[config.mk]
export PLATFORM = sky130hd
export DESIGN_NAME = memory_access
export DESIGN_NICKNAME = d
export VERILOG_FILES = /design/src/rtl/riscv_pkg.sv /design/src/rtl/memory_access_load_align.sv /design/src/rtl/memory_access.sv
export SDC_FILE = /design/constraint.sdc
export NUM_CORES = 1
export LEC_CHECK = 0
export CAP_MARGIN = 20
export CORE_MARGIN = 8
export CORE_UTILIZATION = 50
export DETAILED_ROUTE_END_ITERATION = 6
export HOLD_SLACK_MARGIN = 0.05
export PLACE_DENSITY = 0.95
export SYNTH_ARGS = -nofsm -noshare
export SYNTH_HDL_FRONTEND = slang
export SYNTH_SLANG_ARGS = --single-unit
[constraint.sdc]
create_clock -name clk -period 3.7 [get_ports clk]
set_input_delay 0.74 -clock clk [delete_from_list [all_inputs] [get_ports clk]]
set_output_delay 0.74 -clock clk [all_outputs]
set_load 0.005 [all_outputs]
[src/rtl/riscv_pkg.sv]
// Shared RV32 types: data word, memory op encoding, access-fault flags
// and the byte-enable / store-data helpers used by the memory stage.
package riscv;

    typedef logic [31:0] data_t;

    typedef enum logic [3:0] {
        MEM_NONE = 4'd0,
        MEM_LB   = 4'd1,
        MEM_LH   = 4'd2,
        MEM_LW   = 4'd3,
        MEM_LBU  = 4'd4,
        MEM_LHU  = 4'd5,
        MEM_SB   = 4'd6,
        MEM_SH   = 4'd7,
        MEM_SW   = 4'd8
    } mem_op_t;

    localparam logic FAULT_NONE   = 1'b0;
    localparam logic FAULT_ACCESS = 1'b1;

    function automatic logic is_load(mem_op_t op);
        return op inside {MEM_LB, MEM_LH, MEM_LW, MEM_LBU, MEM_LHU};
    endfunction

    function automatic logic is_store(mem_op_t op);
        return op inside {MEM_SB, MEM_SH, MEM_SW};
    endfunction

    function automatic logic misaligned(mem_op_t op, logic [1:0] off);
        logic half;
        logic word;
        half = op inside {MEM_LH, MEM_LHU, MEM_SH};
        word = op inside {MEM_LW, MEM_SW};
        return (half && off[0]) || (word && (off != 2'b00));
    endfunction

    function automatic logic [3:0] store_be(mem_op_t op, logic [1:0] off);
        case (op)
            MEM_SB:  return 4'b0001 << off;
            MEM_SH:  return off[1] ? 4'b1100 : 4'b0011;
            MEM_SW:  return 4'b1111;
            default: return 4'b0000;
        endcase
    endfunction

    // Narrow stores replicate across lanes so be alone selects the bytes.
    function automatic data_t store_wdata(mem_op_t op, data_t wd);
        case (op)
            MEM_SB:  return {4{wd[7:0]}};
            MEM_SH:  return {2{wd[15:0]}};
            default: return wd;
        endcase
    endfunction

endpackage

[src/rtl/memory_access_load_align.sv]
// Combinational load lane extraction: picks the byte/half lane by
// address offset and sign- or zero-extends according to the op.
module load_align
    import riscv::*;
(
    input  mem_op_t    op,
    input  logic [1:0] offset,
    input  data_t      rdata,
    output data_t      data
);

    logic [7:0]  lane_b;
    logic [15:0] lane_h;

    always_comb begin
        lane_b = rdata[8*offset +: 8];
        lane_h = offset[1] ? rdata[31:16] : rdata[15:0];
        data   = '0;
        case (op)
            MEM_LB:  data = {{24{lane_b[7]}}, lane_b};
            MEM_LBU: data = {24'd0, lane_b};
            MEM_LH:  data = {{16{lane_h[15]}}, lane_h};
            MEM_LHU: data = {16'd0, lane_h};
            MEM_LW:  data = rdata;
            default: data = '0;
        endcase
    end

endmodule

[src/rtl/memory_access.sv]
// Memory stage: one load/store in flight over a req/gnt/rvalid bus.
// Define MISALIGNED_TRAP_EN to fault misaligned half/word accesses.
module memory_access
    import riscv::*;
#(
    parameter int TIMEOUT = 16
) (
    input  logic        clk,
    input  logic        rst,
    input  logic        in_valid,
    output logic        in_ready,
    input  mem_op_t     op,
    input  data_t       addr,
    input  data_t       wdata,
    input  logic [4:0]  rd,
    output logic        out_valid,
    input  logic        out_ready,
    output logic [31:0] out_data,
    output logic [4:0]  out_rd,
    output logic        out_fault,
    output logic        dmem_req,
    output logic        dmem_we,
    output logic [3:0]  dmem_be,
    output logic [31:0] dmem_addr,
    output logic [31:0] dmem_wdata,
    input  logic        dmem_gnt,
    input  logic        dmem_rvalid,
    input  logic [31:0] dmem_rdata
);

    typedef enum logic [1:0] {
        S_IDLE,
        S_REQ,
        S_WAIT,
        S_DONE
    } state_t;

    localparam int CW = $clog2(TIMEOUT + 1);
    localparam logic [CW-1:0] CNT_LAST = CW'(TIMEOUT - 1);

    state_t        state_q, state_d;
    mem_op_t       op_q;
    data_t         addr_q;
    data_t         wdata_q;
    logic [4:0]    rd_q;
    data_t         data_q, data_d;
    logic          fault_q, fault_d;
    logic [CW-1:0] cnt_q, cnt_d;
    logic          take;
    logic          trap;
    data_t         load_data;

`ifdef MISALIGNED_TRAP_EN
    assign trap = misaligned(op, addr[1:0]);
`else
    assign trap = 1'b0;
`endif

    load_align u_align (
        .op     (op_q),
        .offset (addr_q[1:0]),
        .rdata  (dmem_rdata),
        .data   (load_data)
    );

    always_comb begin
        state_d = state_q;
        data_d  = data_q;
        fault_d = fault_q;
        cnt_d   = cnt_q;
        take    = 1'b0;
        case (state_q)
            S_IDLE: begin
                if (in_valid) begin
                    take = 1'b1;
                    if (op == MEM_NONE) begin
                        data_d  = addr;
                        fault_d = FAULT_NONE;
                        state_d = S_DONE;
                    end else if (trap) begin
                        data_d  = '0;
                        fault_d = FAULT_ACCESS;
                        state_d = S_DONE;
                    end else begin
                        state_d = S_REQ;
                    end
                end
            end
            S_REQ: begin
                if (dmem_gnt) begin
                    if (is_store(op_q)) begin
                        data_d  = '0;
                        fault_d = FAULT_NONE;
                        state_d = S_DONE;
                    end else begin
                        cnt_d   = '0;
                        state_d = S_WAIT;
                    end
                end
            end
            S_WAIT: begin
                // A response on the last allowed cycle still wins.
                if (dmem_rvalid) begin
                    data_d  = load_data;
                    fault_d = FAULT_NONE;
                    state_d = S_DONE;
                end else if (cnt_q == CNT_LAST) begin
                    data_d  = '0;
                    fault_d = FAULT_ACCESS;
                    state_d = S_DONE;
                end else begin
                    cnt_d = cnt_q + 1'b1;
                end
            end
            S_DONE: begin
                if (out_ready) begin
                    state_d = S_IDLE;
                end
            end
            default: state_d = S_IDLE;
        endcase
    end

    always_ff @(posedge clk) begin
        if (rst) begin
            state_q <= S_IDLE;
            op_q    <= MEM_NONE;
            addr_q  <= '0;
            wdata_q <= '0;
            rd_q    <= '0;
            data_q  <= '0;
            fault_q <= FAULT_NONE;
            cnt_q   <= '0;
        end else begin
            state_q <= state_d;
            data_q  <= data_d;
            fault_q <= fault_d;
            cnt_q   <= cnt_d;
            if (take) begin
                op_q    <= op;
                addr_q  <= addr;
                wdata_q <= wdata;
                rd_q    <= rd;
            end
        end
    end

    assign in_ready   = (state_q == S_IDLE);
    assign out_valid  = (state_q == S_DONE);
    assign out_data   = data_q;
    assign out_rd     = rd_q;
    assign out_fault  = fault_q;

    // Bus fields come straight from the captured op, so they hold until gnt.
    assign dmem_req   = (state_q == S_REQ);
    assign dmem_we    = dmem_req && is_store(op_q);
    assign dmem_be    = !dmem_req        ? 4'b0000 :
                        is_store(op_q)   ? store_be(op_q, addr_q[1:0]) :
                                           4'b1111;
    assign dmem_addr  = {addr_q[31:2], 2'b00};
    assign dmem_wdata = store_wdata(op_q, wdata_q);

endmodule

==> reports/results.ini, run 1 <==
[run_status]
status = finished clean

[final_layout]
post-route-util_pct = 71.4
regArea_um2 = 2260
drive_gt1_share_pct = 15.1
antennaDiodeCount = 0
syn2layout_area_growth_pct = 40.6
nets = 1048
fin_cells = 1116
final_cell_mix = clkdlybuf4s50_1, nand2_1, dfxtp_1
fill_cells = 901
final_common_cell = clkdlybuf4s50_1
multi_input_area_um2 = 3400

[timing]
worstMarginPinSlew_ns = 0.915
tns_ns = 0
rsz0062_at_grt = false
maxSlewViolCount = 0
hold_violations = 0
skew_ns = 0.00817
timing.hold.ws_ns = 0.451
fmax_ghz = 0.309
fin_crit_sh_pct = 87.5
slew_headroom_pct = 39.0
period_needed_ns = 3.24
setup_viol = 0

[critical_path]
worstPathMaxFanout = 17
rr_worst_depth = 8
worstPathArrival_ns = 2.50
cp-end-kind = output pin
r2r-start = state_q[0]
cp-startpoint = op_q[0]
cp-start-kind = register
required_ns = 2.96
rrSetupSlack_ns = 1.26
crit_end = dmem_wdata[15]
timing.rr.end = out_data[24]
worst-setup-path-type = register to output pin

[floorplan]
die_h_um = 129
num_rows = 41
core_um2 = 12500
io_pins = 221
start_util_pct = 50.8
die_x_um = 129
die-area_um2 = 16600

[clock_network]
clk_pin_slew_ns = 0.05
cts_tree = done
cts_setup_buffers = 0
cts.sinks = 113
cts-resized-gates = 0
cts_buffer_depth = 2
root_buffer = clkbuf_16
cts_inserted_buffers = 17
htree_levels = 4
clock_latency_ns = 0.42
hold_buffers = 0

[run]
max_cap_viol_count = 0

[pwr]
power.density_nw_per_um2 = 599
pwr-share-seq_pct = 29.5
swShare_pct = 33.2
p_leak_nw = 3.37
p_comb_share_pct = 36.7
p_clk_share_pct = 33.7
p_int_mw = 3.58
power_switching_mw = 1.78
ir_worst_vdd_mv = 0.363

[routing]
ant_nets = 0
wl_per_cell_um = 19.1
finalWirelength_mm = 21.3
post_drt_via_cell_ratio = 5.68
drc = 0
num_vias = 6340
drtPass1Iterations = 5
first_iter_violations = 688

[synth]
synthDistinctLibCells = 57
ys_ff_latch = 113
yosysWarnings = 0
ys_async_sr_fraction_pct = 0
synthTopCellsByArea = dfxtp_1, nand2_1, a21oi_1, buf_4, nor3_2
ys.flop_type = dfxtp_1
synth_area_per_cell_um2 = 8.20
yosysTopAreaCellShare_pct = 35.6
ys_seq_area_share_pct = 35.6
synth_cells = 775
synth_area_leader_cell = dfxtp_1
synth_edf_count = 0
syn_area_um2 = 6350

[placed_design]
dpl.cell_count = 1084
hpwl_mm = 15.5
port_buffers = 218
gp_congestion = 0.881

[hold_path]
worstHoldPathCells = 2
min_path_type = register to register

[global_route]
track_usage_pct = 25.4
grt_pass1_wl_mm = 33.2
grt_max_degree = 72
antenna_found_initial = 0
grt_pass1_vias = 6366
grt_overflow = 0

cell type report:
type                    count  share of cell area (%)
clock inverters             9                    2.00
inverters                  24                    1.01
repair buffers            234                    26.0
well taps                 172                    2.41
clock buffers              23                    5.24
flip-flops and latches    113                    25.3
multi-input cells         541                    38.0
power by group through the flow:
stage	logic (mW)	clock network [mW]	registers (mW)
floorplan	1.19	0	1.57
global placement	1.91	0	1.59
detailed placement	1.96	0	1.60
CTS	1.98	1.82	1.58
global route	2.13	1.88	1.60
finish	1.97	1.81	1.58
worst max-delay path: stages (launching register included):
cell,delay (ns)
dfxtp_1,0.47
nor2_2,0.56
buf_4,0.25
mux2_2,0.33
clkdlybuf4s50_1,0.46
per-stage QoR:
step	setup slack [ns]	area (µm²)	power (mW)
CTS	0.458	8940	5.38
detailed placement	0.828	8290	3.56
global placement	0.859	8290	3.50
floorplan	1.34	6360	2.76
global route	0.385	8940	5.61
finish	0.461	8940	5.36
worst min path at each step:
stage | start | endpoint | slack [ns]
after floorplan | wdata_q[24] | wdata_q[24] | 0.44
after global placement | out_rd[0] | out_rd[0] | 0.44
after detailed placement | addr_q[8] | addr_q[8] | 0.45
after CTS | addr_q[8] | addr_q[8] | 0.45
after global routing | wdata_q[20] | wdata_q[20] | 0.47
final | addr_q[14] | addr_q[14] | 0.45
flip-flops by register name, summed over array words and instances (netlist names):
name,flops
out_fault,1
op_q,4
state_q,2
out_data,32
addr_q,32
cnt_q,5
out_rd,5
wdata_q,32
cells by family (layout without fill, tap and decap cells):
kind of cell	after synthesis	in the layout	share of synthesized area (%)
DFF	113	113	35.6
muxes	26	26	6.01
and+or+nand+nor	330	330	25.7
xor gates and xnor gates	3	3	0.414
adders and majority gates	6	6	1.18
buffers and inverters	122	290	11.0
other	1	2	0.0590
AOI/OAI and AO/OA	174	174	20.0
layer usage:
layer  wire, µm  vias up  GRT usage (%)
met1       7970     2958           28.3
met5          0        -              0
met4        591        0           10.9
met3       2660       52           9.76
li1           -     2951              -
met2      10100      379           42.3
synth_stat cells, types with 16 or more instances:
cell type  number
nand3_1        20
nor3_2         30
a21oi_1        94
clkbuf_1       32
o21ai_0        16
nor2_1         39
a221oi_2       16
mux2_2         17
buf_4          43
dfxtp_1       113
inv_1          23
nand2_1       200
Note: power is estimated with default switching activity, not from simulation.
==> run 2, diff against run 1 <==
--- a/config.mk
+++ b/config.mk
@@ -7,10 +7,11 @@
 export LEC_CHECK = 0
 export CAP_MARGIN = 20
 export CORE_MARGIN = 8
-export CORE_UTILIZATION = 50
+export CORE_UTILIZATION = 46
+export CTS_CLUSTER_SIZE = 10
 export DETAILED_ROUTE_END_ITERATION = 6
 export HOLD_SLACK_MARGIN = 0.05
-export PLACE_DENSITY = 0.95
+export PLACE_DENSITY = 0.91
 export SYNTH_ARGS = -nofsm -noshare
 export SYNTH_HDL_FRONTEND = slang
 export SYNTH_SLANG_ARGS = --single-unit
==> constraint.sdc (replaced) <==
create_clock -name clk -period 3.09 [get_ports clk]
set_input_delay 0.618 -clock clk [delete_from_list [all_inputs] [get_ports clk]]
set_output_delay 0.618 -clock clk [all_outputs]
set_load 0.005 [all_outputs]
==> run 2 against run 1 <==
Against the previous run: count of clock-buffer cells in the layout shrank 4; setup slack lost 0.23 ns; via count shrank 1.7%; global-route usage shrank 1.7 points; largest cell class unchanged.
==> reports/results.ini, run 2 (same netlist as run 1, synthesis figures left out) <==
[timing]
setup_viol = 0
skew_ns = 0.00748
worstMarginPinSlew_ns = 0.796
maxSlewViolCount = 0
fmax_ghz = 0.350
rsz0062_at_grt = false
period_needed_ns = 2.85
slew_headroom_pct = 46.8
hold_violations = 0
setup_slack_ns = 0.235
timing.hold.ws_ns = 0.451
fin_crit_sh_pct = 92.4
tns_ns = 0

[routing]
finalWirelength_mm = 21.4
drc = 0
ant_nets = 0
first_iter_violations = 711
drtPass1Iterations = 5
wl_per_cell_um = 19.0
num_vias = 6234
post_drt_via_cell_ratio = 5.53

[critical_path]
cpPeakStageDelay_ns = 0.53
cpMostUsedCell = buf_4
worstPathArrival_ns = 2.24
cp-start-kind = register
required_ns = 2.47
worst-setup-path-type = register to output pin
crit_chain = buf_4, nand2_1, nor3_1, buf_4, a222oi_1, inv_1, clkdlybuf4s50_1
worstPathMaxFanout = 11
cp-end-kind = output pin
critical-path-slowest-cell = clkdlybuf4s50_1

[clock_network]
root_buffer = clkbuf_16
clk_pin_slew_ns = 0.05
cts_buffer_depth = 2
htree_levels = 4
cts-resized-gates = 0
cts_tree = done
cts_setup_buffers = 0
hold_buffers = 0
clock_latency_ns = 0.42
cts.sinks = 113
cts_inserted_buffers = 17

[final_layout]
fill_cells = 1072
fin_cells = 1127
syn2layout_area_growth_pct = 41.2
antennaDiodeCount = 0
final_common_cell = clkdlybuf4s50_1
final_cell_mix = clkdlybuf4s50_1, nand2_1, dfxtp_1
nets = 1051
drive_gt1_share_pct = 15.8

[global_route]
track_usage_pct = 23.6
grt_max_degree = 64
grt_pass1_vias = 6260
grt_overflow = 0
grt_pass1_wl_mm = 33.7
antenna_found_initial = 1

[floorplan]
start_util_pct = 46.5
die-area_um2 = 17800
num_rows = 43
core_um2 = 13700
die_x_um = 134
io_pins = 221
die_h_um = 134

[placed_design]
port_buffers = 218
gp_congestion = 0.875
dpl.cell_count = 1095
dp_worst_setup_slack_ns = 0.341
hpwl_mm = 15.5

[pwr]
p_int_mw = 4.15
swShare_pct = 34.2
ir_worst_vdd_mv = 0.344
p_clk_share_pct = 32.2
pwr-share-seq_pct = 30.1
p_leak_nw = 3.39
power.density_nw_per_um2 = 703
p_comb_share_pct = 37.7
total_power_mw = 6.31
power_switching_mw = 2.16

[run_status]
status = finished clean

[run]
max_cap_viol_count = 0

[hold_path]
min_path_type = register to register

[run 2: power by group through the flow]
stage / sequential [mW] / combinational, mW / clock (mW)
floorplan: 1.88 / 1.42 / 0
global placement: 1.91 / 2.32 / 0
detailed placement: 1.92 / 2.36 / 0
CTS: 1.90 / 2.38 / 2.07
global route: 1.93 / 2.59 / 2.12
finish: 1.90 / 2.38 / 2.03
[run 2: worst paths after layout]
check                                       to  cells after the start  slack, ns       start
worst max register to register    out_data[22]                      8       0.63  state_q[0]
worst min register to register      addr_q[12]                      2       0.45  addr_q[12]
worst min-delay path                addr_q[12]                      2       0.45  addr_q[12]
worst max-delay path            dmem_wdata[25]                      7       0.24     op_q[1]
[run 2: cell type report]
class	instances	area (µm²)	area share, %
inverters	24	90.1	1.00
repair buffers	237	2380	26.6
multi-input cells	541	3400	37.9
flip-flops and latches	113	2260	25.2
well taps	180	225	2.51
clock buffers	19	453	5.05
clock inverters	13	161	1.80
[run 2: through the flow]
step | utilization (%) | area [µm²]
3_3_place_gp | 61.2 | 8360
3_5_place_dp | 61.2 | 8360
4_1_cts | 65.7 | 8970
5_1_grt | 65.7 | 8970
2_1_floorplan | - | 6360
6_report | 65.7 | 8970
[run 2: metal layers]
layer	GRT usage, %	routed length, µm
met1	27.6	8620
met3	8.58	2080
met5	0	13
met2	37.7	9990
met4	11.4	680
[run 2: worst max-delay path, delay by kind of cell (launching register included)]
family | cells | cell delay [ns]
compound gates | 1 | 0.11
buf+inv | 4 | 1.02
flops | 1 | 0.40
simple gates | 2 | 0.29
==> run 3, diff against run 2 <==
--- a/config.mk
+++ b/config.mk
@@ -10,8 +10,10 @@
 export CORE_UTILIZATION = 46
 export CTS_CLUSTER_SIZE = 10
 export DETAILED_ROUTE_END_ITERATION = 6
+export GPL_TIMING_DRIVEN = 0
 export HOLD_SLACK_MARGIN = 0.05
 export PLACE_DENSITY = 0.91
+export SETUP_SLACK_MARGIN = 0.1
 export SYNTH_ARGS = -nofsm -noshare
 export SYNTH_HDL_FRONTEND = slang
 export SYNTH_SLANG_ARGS = --single-unit
==> constraint.sdc (replaced) <==
create_clock -name clk -period 3.09 [get_ports clk]
set_input_delay 0.618 -clock clk [delete_from_list [all_inputs] [get_ports clk]]
set_output_delay 0.618 -clock clk [all_outputs]
set_load 0.01 [all_outputs]
==> run 3 against run 2 <==
Against the previous run: first-iteration DRC count shrank 6.8%; critical endpoint is now dmem_be[0]; combinational power increased by 13%; clock skew about the same; largest cell class unchanged; sequential cell count is the same; critical path depth stayed put; setup slack worse by 0.081 ns; non-clock buffer count grew 82; sequential power about the same.
==> reports/results.ini, run 3 (same netlist as run 1, synthesis figures left out) <==
[floorplan]
die_x_um = 134
io_pins = 221
num_rows = 43
die-area_um2 = 17800
core_um2 = 13700
die_h_um = 134
start_util_pct = 46.5

[routing]
ant_nets = 0
wl_met3_mm = 2.57
finalWirelength_mm = 23.8
num_vias = 6754
wl_met2_mm = 11.5
wl_per_cell_um = 19.7
first_iter_violations = 663
met1_length_mm = 8.97
drtPass1Iterations = 7
highest_layer = met4
drc = 0
post_drt_via_cell_ratio = 5.59

[critical_path]
worstPathArrival_ns = 2.32
worst-setup-path-type = register to output pin
worstPathMaxFanout = 10
rrSetupSlack_ns = 0.69
timing.rr.end = out_data[9]
cp-end-kind = output pin
r2r-start = state_q[0]
rr_worst_depth = 8
cp-start-kind = register
required_ns = 2.47

[placed_design]
place_area_um2 = 8750
hpwl_mm = 17.6
port_buffers = 217
dp_worst_setup_slack_ns = -0.100
gp_congestion = 0.894

[pwr]
power.density_nw_per_um2 = 703
p_leak_nw = 3.85
ir_worst_vdd_mv = 0.369

[hold_path]
hold_start = out_rd[0]
min_path_type = register to register
worstHoldPathCells = 2
worstHoldEndpoint = out_rd[0]

[global_route]
antenna_found_initial = 0
grt_pass1_vias = 6880
track_usage_pct = 26.3
grt_pass1_wl_mm = 37.2
grt_max_degree = 17
grt_overflow = 0

[clock_network]
htree_levels = 4
hold_buffers = 0
cts_buffer_depth = 2
root_buffer = clkbuf_16
cts.sinks = 113
clk_pin_slew_ns = 0.05
cts_tree = done
cts_inserted_buffers = 17
clock_latency_ns = 0.42

[final_layout]
fin_area_um2 = 9490
syn2layout_area_growth_pct = 49.3
post-route-util_pct = 69.4
nets = 1133
drive_gt1_share_pct = 19.8
final_cell_mix = nand2_1, clkdlybuf4s50_1, dfxtp_1
antennaDiodeCount = 0

[timing]
period_needed_ns = 2.94
setup_viol = 0
rsz0062_at_grt = false
timing.hold.ws_ns = 0.454
hold_violations = 0
maxSlewViolCount = 0
worstMarginPinSlew_ns = 0.783
setup_slack_ns = 0.154
fmax_ghz = 0.341
slew_headroom_pct = 47.8
tns_ns = 0
skew_ns = 0.00749
fin_crit_sh_pct = 95.0

[run]
max_cap_viol_count = 0

[run_status]
status = finished clean

-- run 3: changes by cell type in the layout (fill, tap and decap cells not counted), sizes merged --
cell,before,now
dlymetal6s2s,0,7
bufinv,3,4
dlygate4sd2,0,10
clkdlybuf4s50,217,200
buf,20,68
clkbuf,19,51
clkinv,6,7
-- run 3: how the worst max path moves through the flow --
| stage | from | endpoint | slack (ns) | cells after the start |
|---|---|---|---|---|
| floorplan | op_q[3] | dmem_wdata[14] | 0.83 | 6 |
| global placement | op_q[0] | dmem_wdata[28] | -0.07 | 7 |
| detailed placement | op_q[0] | dmem_wdata[28] | -0.10 | 7 |
| CTS | op_q[3] | dmem_wdata[25] | 0.06 | 7 |
| global route | op_q[3] | dmem_be[0] | 0.1 | 7 |
| finish | op_q[3] | dmem_be[0] | 0.15 | 7 |
-- run 3: through the flow --
stage	instances	power (mW)
2_1_floorplan	776	3.42
3_3_place_gp	1173	4.49
3_5_place_dp	1173	4.56
4_1_cts	1209	6.67
5_1_grt	1209	6.98
6_report	1209	6.66
-- run 3: layout make-up --
type                    count  area [µm²]
plain buffers              98         641
clock buffers              17         425
clock inverters            15         193
fillers                  1031        4180
inverters                  24        90.1
multi-input cells         541        3420
flip-flops and latches    113        2260
well taps                 180         225
repair buffers            221        2230
-- run 3: layer usage --
| metal | up-vias | global-route usage (%) |
|---|---|---|
| li1 | 3120 | - |
| met1 | 3183 | 29.4 |
| met2 | 383 | 44.0 |
| met3 | 68 | 9.34 |
| met4 | 0 | 11.5 |
| met5 | - | 0 |
-- run 3: power breakdown --
group	total [mW]	internal [mW]	switching (mW)
Combinational	2.70	1.21	1.48
Sequential	1.89	1.72	0.170
Clock	2.08	1.34	0.737
Total	6.66	4.28	2.39
-- run 3: worst max-delay path, cell delays in order, from the launching register on --
cell	delay [ns]
dfxtp_1	0.30
buf_6	0.13
nand3b_1	0.22
clkbuf_8	0.19
buf_12	0.14
clkbuf_4	0.19
o21a_1	0.21
clkdlybuf4s50_1	0.51
-- run 3: timing repair --
item | CTS | global route
buffers inserted | 4 | 0
pin swaps | 2 | 2
gates resized for setup | 23 | 14
setup endpoints to repair | 29 | 14
